===== config.mk =====
export PLATFORM = sky130hd
export DESIGN_NAME = sonic_port_ctrl
export DESIGN_NICKNAME = d
export VERILOG_FILES = /design/src/rtl/sonic_port_ctrl.sv
export SDC_FILE = /design/constraint.sdc
export NUM_CORES = 1
export LEC_CHECK = 0
export BUFFER_PORTS_ARGS = -buffer_cell sky130_fd_sc_hd__buf_2
export CAP_MARGIN = 5
export CORE_ASPECT_RATIO = 1.2
export CORE_MARGIN = 4
export CORE_UTILIZATION = 30
export CTS_CLUSTER_DIAMETER = 50
export DETAILED_ROUTE_END_ITERATION = 7
export PLACE_DENSITY = 0.45
export SYNTH_ARGS = -nofsm -noshare
export SYNTH_HDL_FRONTEND = slang
export SYNTH_SLANG_ARGS = --single-unit

===== constraint.sdc =====
create_clock -name xgmii_clock -period 5.3 [get_ports xgmii_clock]
set_clock_uncertainty 0.15 [all_clocks]
set_input_delay 0.265 -clock xgmii_clock [delete_from_list [all_inputs] [get_ports xgmii_clock]]
set_output_delay 0.265 -clock xgmii_clock [all_outputs]
set_load 0.005 [all_outputs]

===== src/rtl/sonic_port_ctrl.sv =====
// Bring-up and supervision FSM for one SONIC PHY port (XGMII clock domain).
// Define SONIC_PORT_CTRL_LPBK_TEST_EN to compile in the endec loopback self-test stage.
module sonic_port_ctrl #(
    parameter int unsigned LOCK_STABLE = 64,
    parameter int unsigned BACKOFF     = 1024,
    parameter int unsigned FCNT_W      = 8
) (
    input  logic              xgmii_clock,
    input  logic              reset_n,
    input  logic              enable,
    input  logic              xcvr_tx_ready,
    input  logic              xcvr_rx_ready,
    input  logic              lock,
    input  logic [31:0]       init_timeout,
    input  logic [31:0]       sync_timeout,
    output logic              endec_loopback,
    output logic              clksync_disable,
    output logic              clear,
    output logic              port_up,
    output logic [2:0]        state_o,
    output logic              fault,
    output logic [FCNT_W-1:0] fault_cnt
);

    localparam logic [2:0] S_IDLE      = 3'd0;
    localparam logic [2:0] S_WAIT_XCVR = 3'd1;
    localparam logic [2:0] S_LPBK      = 3'd2;
    localparam logic [2:0] S_WAIT_LOCK = 3'd3;
    localparam logic [2:0] S_CLEAR     = 3'd4;
    localparam logic [2:0] S_RUN       = 3'd5;
    localparam logic [2:0] S_BACKOFF   = 3'd6;

    localparam logic [31:0] C_LOCK_STABLE = 32'(LOCK_STABLE);
    localparam logic [31:0] C_BACKOFF     = 32'(BACKOFF);

    logic [2:0]        r_state;
    logic [31:0]       r_timer;
    logic [31:0]       r_stable;
    logic [31:0]       r_low;
    logic              r_endec_loopback;
    logic              r_clksync_disable;
    logic              r_clear;
    logic              r_port_up;
    logic              r_fault;
    logic [FCNT_W-1:0] r_fault_cnt;

    logic [2:0]        w_state_next;
    logic [31:0]       w_timer_inc;
    logic [31:0]       w_stable_inc;
    logic [31:0]       w_low_inc;
    logic [31:0]       w_sync_limit;
    logic              w_ready;
    logic              w_qualified;
    logic              w_timeout;
    logic              w_sync_lost;
    logic              w_backoff_done;
    logic              w_entering;
    logic              w_fault_entry;

    // Counters show the value including the current cycle, so an entry cycle counts as 1.
    always_comb begin
        w_ready        = xcvr_tx_ready & xcvr_rx_ready;
        w_timer_inc    = (r_timer == 32'hFFFF_FFFF) ? r_timer : r_timer + 32'd1;
        w_stable_inc   = !lock ? 32'd0 :
                         ((r_stable == 32'hFFFF_FFFF) ? r_stable : r_stable + 32'd1);
        w_low_inc      = lock ? 32'd0 :
                         ((r_low == 32'hFFFF_FFFF) ? r_low : r_low + 32'd1);
        w_sync_limit   = (sync_timeout == 32'd0) ? 32'd1 : sync_timeout;
        w_qualified    = (w_stable_inc >= C_LOCK_STABLE);
        w_timeout      = (init_timeout != 32'd0) && (w_timer_inc >= init_timeout);
        w_sync_lost    = (w_low_inc >= w_sync_limit);
        w_backoff_done = (w_timer_inc >= C_BACKOFF);
    end

    always_comb begin
        w_state_next = r_state;
        case (r_state)
            S_IDLE: begin
                if (enable) w_state_next = S_WAIT_XCVR;
            end
            S_WAIT_XCVR: begin
`ifdef SONIC_PORT_CTRL_LPBK_TEST_EN
                if (w_ready) w_state_next = S_LPBK;
`else
                if (w_ready) w_state_next = S_WAIT_LOCK;
`endif
            end
`ifdef SONIC_PORT_CTRL_LPBK_TEST_EN
            S_LPBK: begin
                if (!w_ready)         w_state_next = S_BACKOFF;
                else if (w_qualified) w_state_next = S_WAIT_LOCK;
                else if (w_timeout)   w_state_next = S_BACKOFF;
            end
`else
            S_LPBK: w_state_next = S_IDLE;
`endif
            S_WAIT_LOCK: begin
                if (!w_ready)         w_state_next = S_BACKOFF;
                else if (w_qualified) w_state_next = S_CLEAR;
                else if (w_timeout)   w_state_next = S_BACKOFF;
            end
            S_CLEAR: begin
                w_state_next = w_ready ? S_RUN : S_BACKOFF;
            end
            S_RUN: begin
                if (!w_ready || w_sync_lost) w_state_next = S_BACKOFF;
            end
            S_BACKOFF: begin
                if (w_backoff_done) w_state_next = S_WAIT_XCVR;
            end
            default: w_state_next = S_IDLE;
        endcase
        // Administrative disable overrides everything and is never reported as a fault.
        if (!enable) w_state_next = S_IDLE;
    end

    assign w_entering    = (w_state_next != r_state);
    assign w_fault_entry = (w_state_next == S_BACKOFF) && (r_state != S_BACKOFF);

    always_ff @(posedge xgmii_clock or negedge reset_n) begin
        if (!reset_n) begin
            r_state           <= S_IDLE;
            r_timer           <= 32'd0;
            r_stable          <= 32'd0;
            r_low             <= 32'd0;
            r_endec_loopback  <= 1'b0;
            r_clksync_disable <= 1'b1;
            r_clear           <= 1'b0;
            r_port_up         <= 1'b0;
            r_fault           <= 1'b0;
            r_fault_cnt       <= '0;
        end else begin
            r_state           <= w_state_next;
            r_timer           <= w_entering ? 32'd0 : w_timer_inc;
            r_stable          <= w_entering ? 32'd0 : w_stable_inc;
            r_low             <= w_entering ? 32'd0 : w_low_inc;
`ifdef SONIC_PORT_CTRL_LPBK_TEST_EN
            r_endec_loopback  <= (w_state_next == S_LPBK);
`else
            r_endec_loopback  <= 1'b0;
`endif
            r_clksync_disable <= (w_state_next != S_RUN);
            r_clear           <= (w_state_next == S_CLEAR);
            r_port_up         <= (w_state_next == S_RUN);
            r_fault           <= w_fault_entry;
            if (w_fault_entry && (r_fault_cnt != {FCNT_W{1'b1}})) begin
                r_fault_cnt <= r_fault_cnt + FCNT_W'(1);
            end
        end
    end

    assign state_o         = r_state;
    assign endec_loopback  = r_endec_loopback;
    assign clksync_disable = r_clksync_disable;
    assign clear           = r_clear;
    assign port_up         = r_port_up;
    assign fault           = r_fault;
    assign fault_cnt       = r_fault_cnt;

endmodule


==> results.sh <==
export IMPL_drv_slew=0
export IMPL_vias=7347
export IMPL_ant_nets=0
export IMPL_clock_latency_ns=0.36
export IMPL_clk_path_buf_depth=2
export IMPL_die_area_um2=30400
export IMPL_synth_edf_count=0
export IMPL_r2r_start="r_timer[27]$_DFF_PN0_"
export IMPL_worstHoldPathType="input port to flip-flop"
export IMPL_antenna_found_initial=0
export IMPL_gp_congestion=0.815
export IMPL_fp_dieW_um=160
export IMPL_ys_seq_elements=111
export IMPL_cts_root_buf="clkbuf_16"
export IMPL_yosys_most_used_dff="dfrtp_1"
export IMPL_final_min_clock_period_ns=5.02
export IMPL_wirelength_mm=23.4
export IMPL_pin_count=86
export IMPL_p_leak_nw=4.78
export IMPL_status="complete, no violations"
export IMPL_critPathMaxFanout=18
export IMPL_core_area_um2=27200
export IMPL_end_kind="flip-flop"
export IMPL_powerDensity_nw_per_um2=188
export IMPL_path_clk_slew_ns=0.08
export IMPL_start_kind="flip-flop"
export IMPL_hpwl_mm=18.0
export IMPL_maxSlewHeadroom_pct=30.1
export IMPL_utilization_pct=36.5
export IMPL_avgRoutedWirePerCell_um=16.3
export IMPL_finalNetCount=1224
export IMPL_grtUsageMet3_pct=2.06
export IMPL_initial_core_util_pct=30.5
export IMPL_num_antenna_cells=0
export IMPL_layout_common_cells="dfrtp_1 (110), nor2_1 (89), inv_1 (85)"
export IMPL_critical_path_class="flip-flop to flip-flop"
export IMPL_hold_depth=3
export IMPL_grt_pass1_vias=7558
export IMPL_grt_overflow_total=0
export IMPL_timing_hold_ws_ns=0.274
export IMPL_synth_net_count=1109
export IMPL_worst_pin_slew_ns=1.02
export IMPL_required_ns=5.37
export IMPL_drt_iter0_drc=380
export IMPL_drv_cap=0
export IMPL_ys_warn_count=0
export IMPL_r2r_end="r_low[15]$_DFF_PN0_"
export IMPL_cts_buffers=9
export IMPL_cts_tree="built"
export IMPL_syn_to_final_growth_pct=19.7
export IMPL_cts_sinks=111
export IMPL_place_inst=1411
export IMPL_vdd_drop_max_mv=0.152
export IMPL_h_tree_depth=3
export IMPL_remaining_drc_errors=0
export IMPL_fin_crit_sh_pct=94.8
export IMPL_regToRegSetupSlack_ns=0.28
export IMPL_grt_use_met2_pct=28.4
export IMPL_viasPerCell=5.13
export IMPL_postSynthCellCount=971
export IMPL_setup_worst_path_end="r_low[15]$_DFF_PN0_"
export IMPL_r2r_cells=20
export IMPL_layout_drive_gt1_share_pct=17.8
export IMPL_layout_cells_most_common="dfrtp_1"
export IMPL_setup_viol=0
export IMPL_synth_area_um2=8290
export IMPL_worst_ep_arrival_time_ns=5.09
export IMPL_grt_busiest_layer="met2"
export IMPL_syn_mean_instance_area_um2=8.54
export IMPL_synth_cell_type_count=64
export IMPL_die_y_um=190
export IMPL_dr_pass1_iters=5
export IMPL_final_cells=1431
export IMPL_final_hold_violation_count=0
export IMPL_yosysSeqAreaShare_pct=33.5
export IMPL_track_usage_pct=15.4
export IMPL_grt_use_met1_pct=19.0
export IMPL_max_freq_mhz=199
export IMPL_grt_max_degree=69
export IMPL_critPathLaunch="r_timer[27]$_DFF_PN0_"
export IMPL_port_buffers=84
export IMPL_rows=66
export IMPL_grt_pass1_wl_mm=38.5
export IMPL_async_reset_ff_share_pct=100
## sequential cells by signal (all words and copies together), names as in the netlist
name,cells
state_o,3
fault,1
r_timer,32
port_up,1
fault_cnt,8
clksync_disable,1
r_low,32
r_stable,32
clear,1
## synth_stat cells (all sizes together) (4+ instances only)
cell type	n	area (µm²)
a2111oi	9	86.3
a211oi	17	133
a21o	15	113
a21oi	30	150
a31oi	8	50.1
and3	18	113
and4	19	166
buf	19	126
clkbuf	19	71.3
dfrtp	110	2750
ha	68	851
inv	85	319
mux2	4	45.0
mux2i	6	60.1
nand2	72	270
nand2b	7	43.8
nand3	38	190
nand4	43	297
nor2	90	338
nor2b	20	125
nor3	65	325
nor3b	5	37.5
nor4	27	190
o21ai	21	109
o22ai	4	25.0
or2	4	25.0
or3	8	50.1
or4	8	60.1
xnor2	56	490
xor2	36	315
## kinds of logic after synthesis
| family | Yosys count | share of synthesized area, % |
|---|---|---|
| AO/OA/AOI/OAI | 132 | 10.9 |
| XOR/XNOR | 92 | 9.72 |
| adder cells (fa/ha/maj) | 68 | 10.3 |
| buffers and inverters | 123 | 6.23 |
| flip-flops | 111 | 33.5 |
| multiplexers | 10 | 1.27 |
| other | 1 | 0.0452 |
| AND/OR/NAND/NOR | 434 | 28.0 |
## per-layer routing
layer / vias to the layer above / wire, µm
met5: - / 0
met4: 0 / 329
met3: 21 / 603
met2: 110 / 12000
met1: 3505 / 10400
li1: 3711 / -
## critical path, cell delays in order, from the launching register on
cell and delay [ns]:
dfrtp_1 0.42, nand4_1 0.29, or3_1 0.51, or4_1 0.49, xnor2_2 0.20, inv_1 0.07, ha_1 0.29, nand4_1 0.12
or2_4 0.30, nor4_4 0.28, buf_4 0.16, o211ai_1 0.14, a21oi_1 0.17, and4b_1 0.25, buf_4 0.15, nand2b_1 0.13
a41o_1 0.28, nand4_4 0.11, buf_12 0.15, clkbuf_16 0.19, nor3_1 0.05
## report_power, final
group          switching [mW]  internal [mW]  total, mW
Sequential             0.0125          0.858      0.870
Combinational           0.168          0.123      0.291
Clock                   0.329          0.373      0.702
Total                   0.510           1.35       1.86
## metrics by stage
stage | cell area [µm²] | power (mW) | worst slack, ns | TNS, ns
floorplan | 8290 | 1.03 | 0.283 | 0
global placement | 9380 | 1.16 | 0.00617 | 0
detailed placement | 9380 | 1.16 | -0.0249 | -0.103
CTS | 9700 | 1.87 | 0.0255 | 0
global route | 9920 | 1.97 | -0.0163 | -0.0217
finish | 9920 | 1.86 | 0.277 | 0
## layout make-up
class                      count  area (µm²)
clock buffer                  13         280
clock inverter                 3        25.0
fill                        2819       17200
inverter                      85         319
multi-input combinational    737        5150
sequential                   111        2780
tap                          340         425
timing repair buffer         142         946
## how the worst min path moves through the flow
stage / start / endpoint / slack (ns)
final: enable / state_o[0]$_DFF_PN0_ / 0.27
after global placement: reset_n / r_timer[14]$_DFF_PN0_ / 0.32
after floorplan: reset_n / clear$_DFF_PN0_ / -0.18
after global routing: lock / r_low[18]$_DFF_PN0_ / 0.31
after detailed placement: reset_n / r_timer[12]$_DFF_PN0_ / 0.31
after CTS: enable / state_o[0]$_DFF_PN0_ / 0.19
## repair_timing
action                     CTS  global route
pin swaps                    0             7
hold endpoints to repair    66             0
gates resized for setup      1            28
hold buffers                 1             0
cloned                       0             2
setup endpoints to repair   14           103
setup buffers                0             1
No activity file was read; power rests on OpenSTA's default activity.
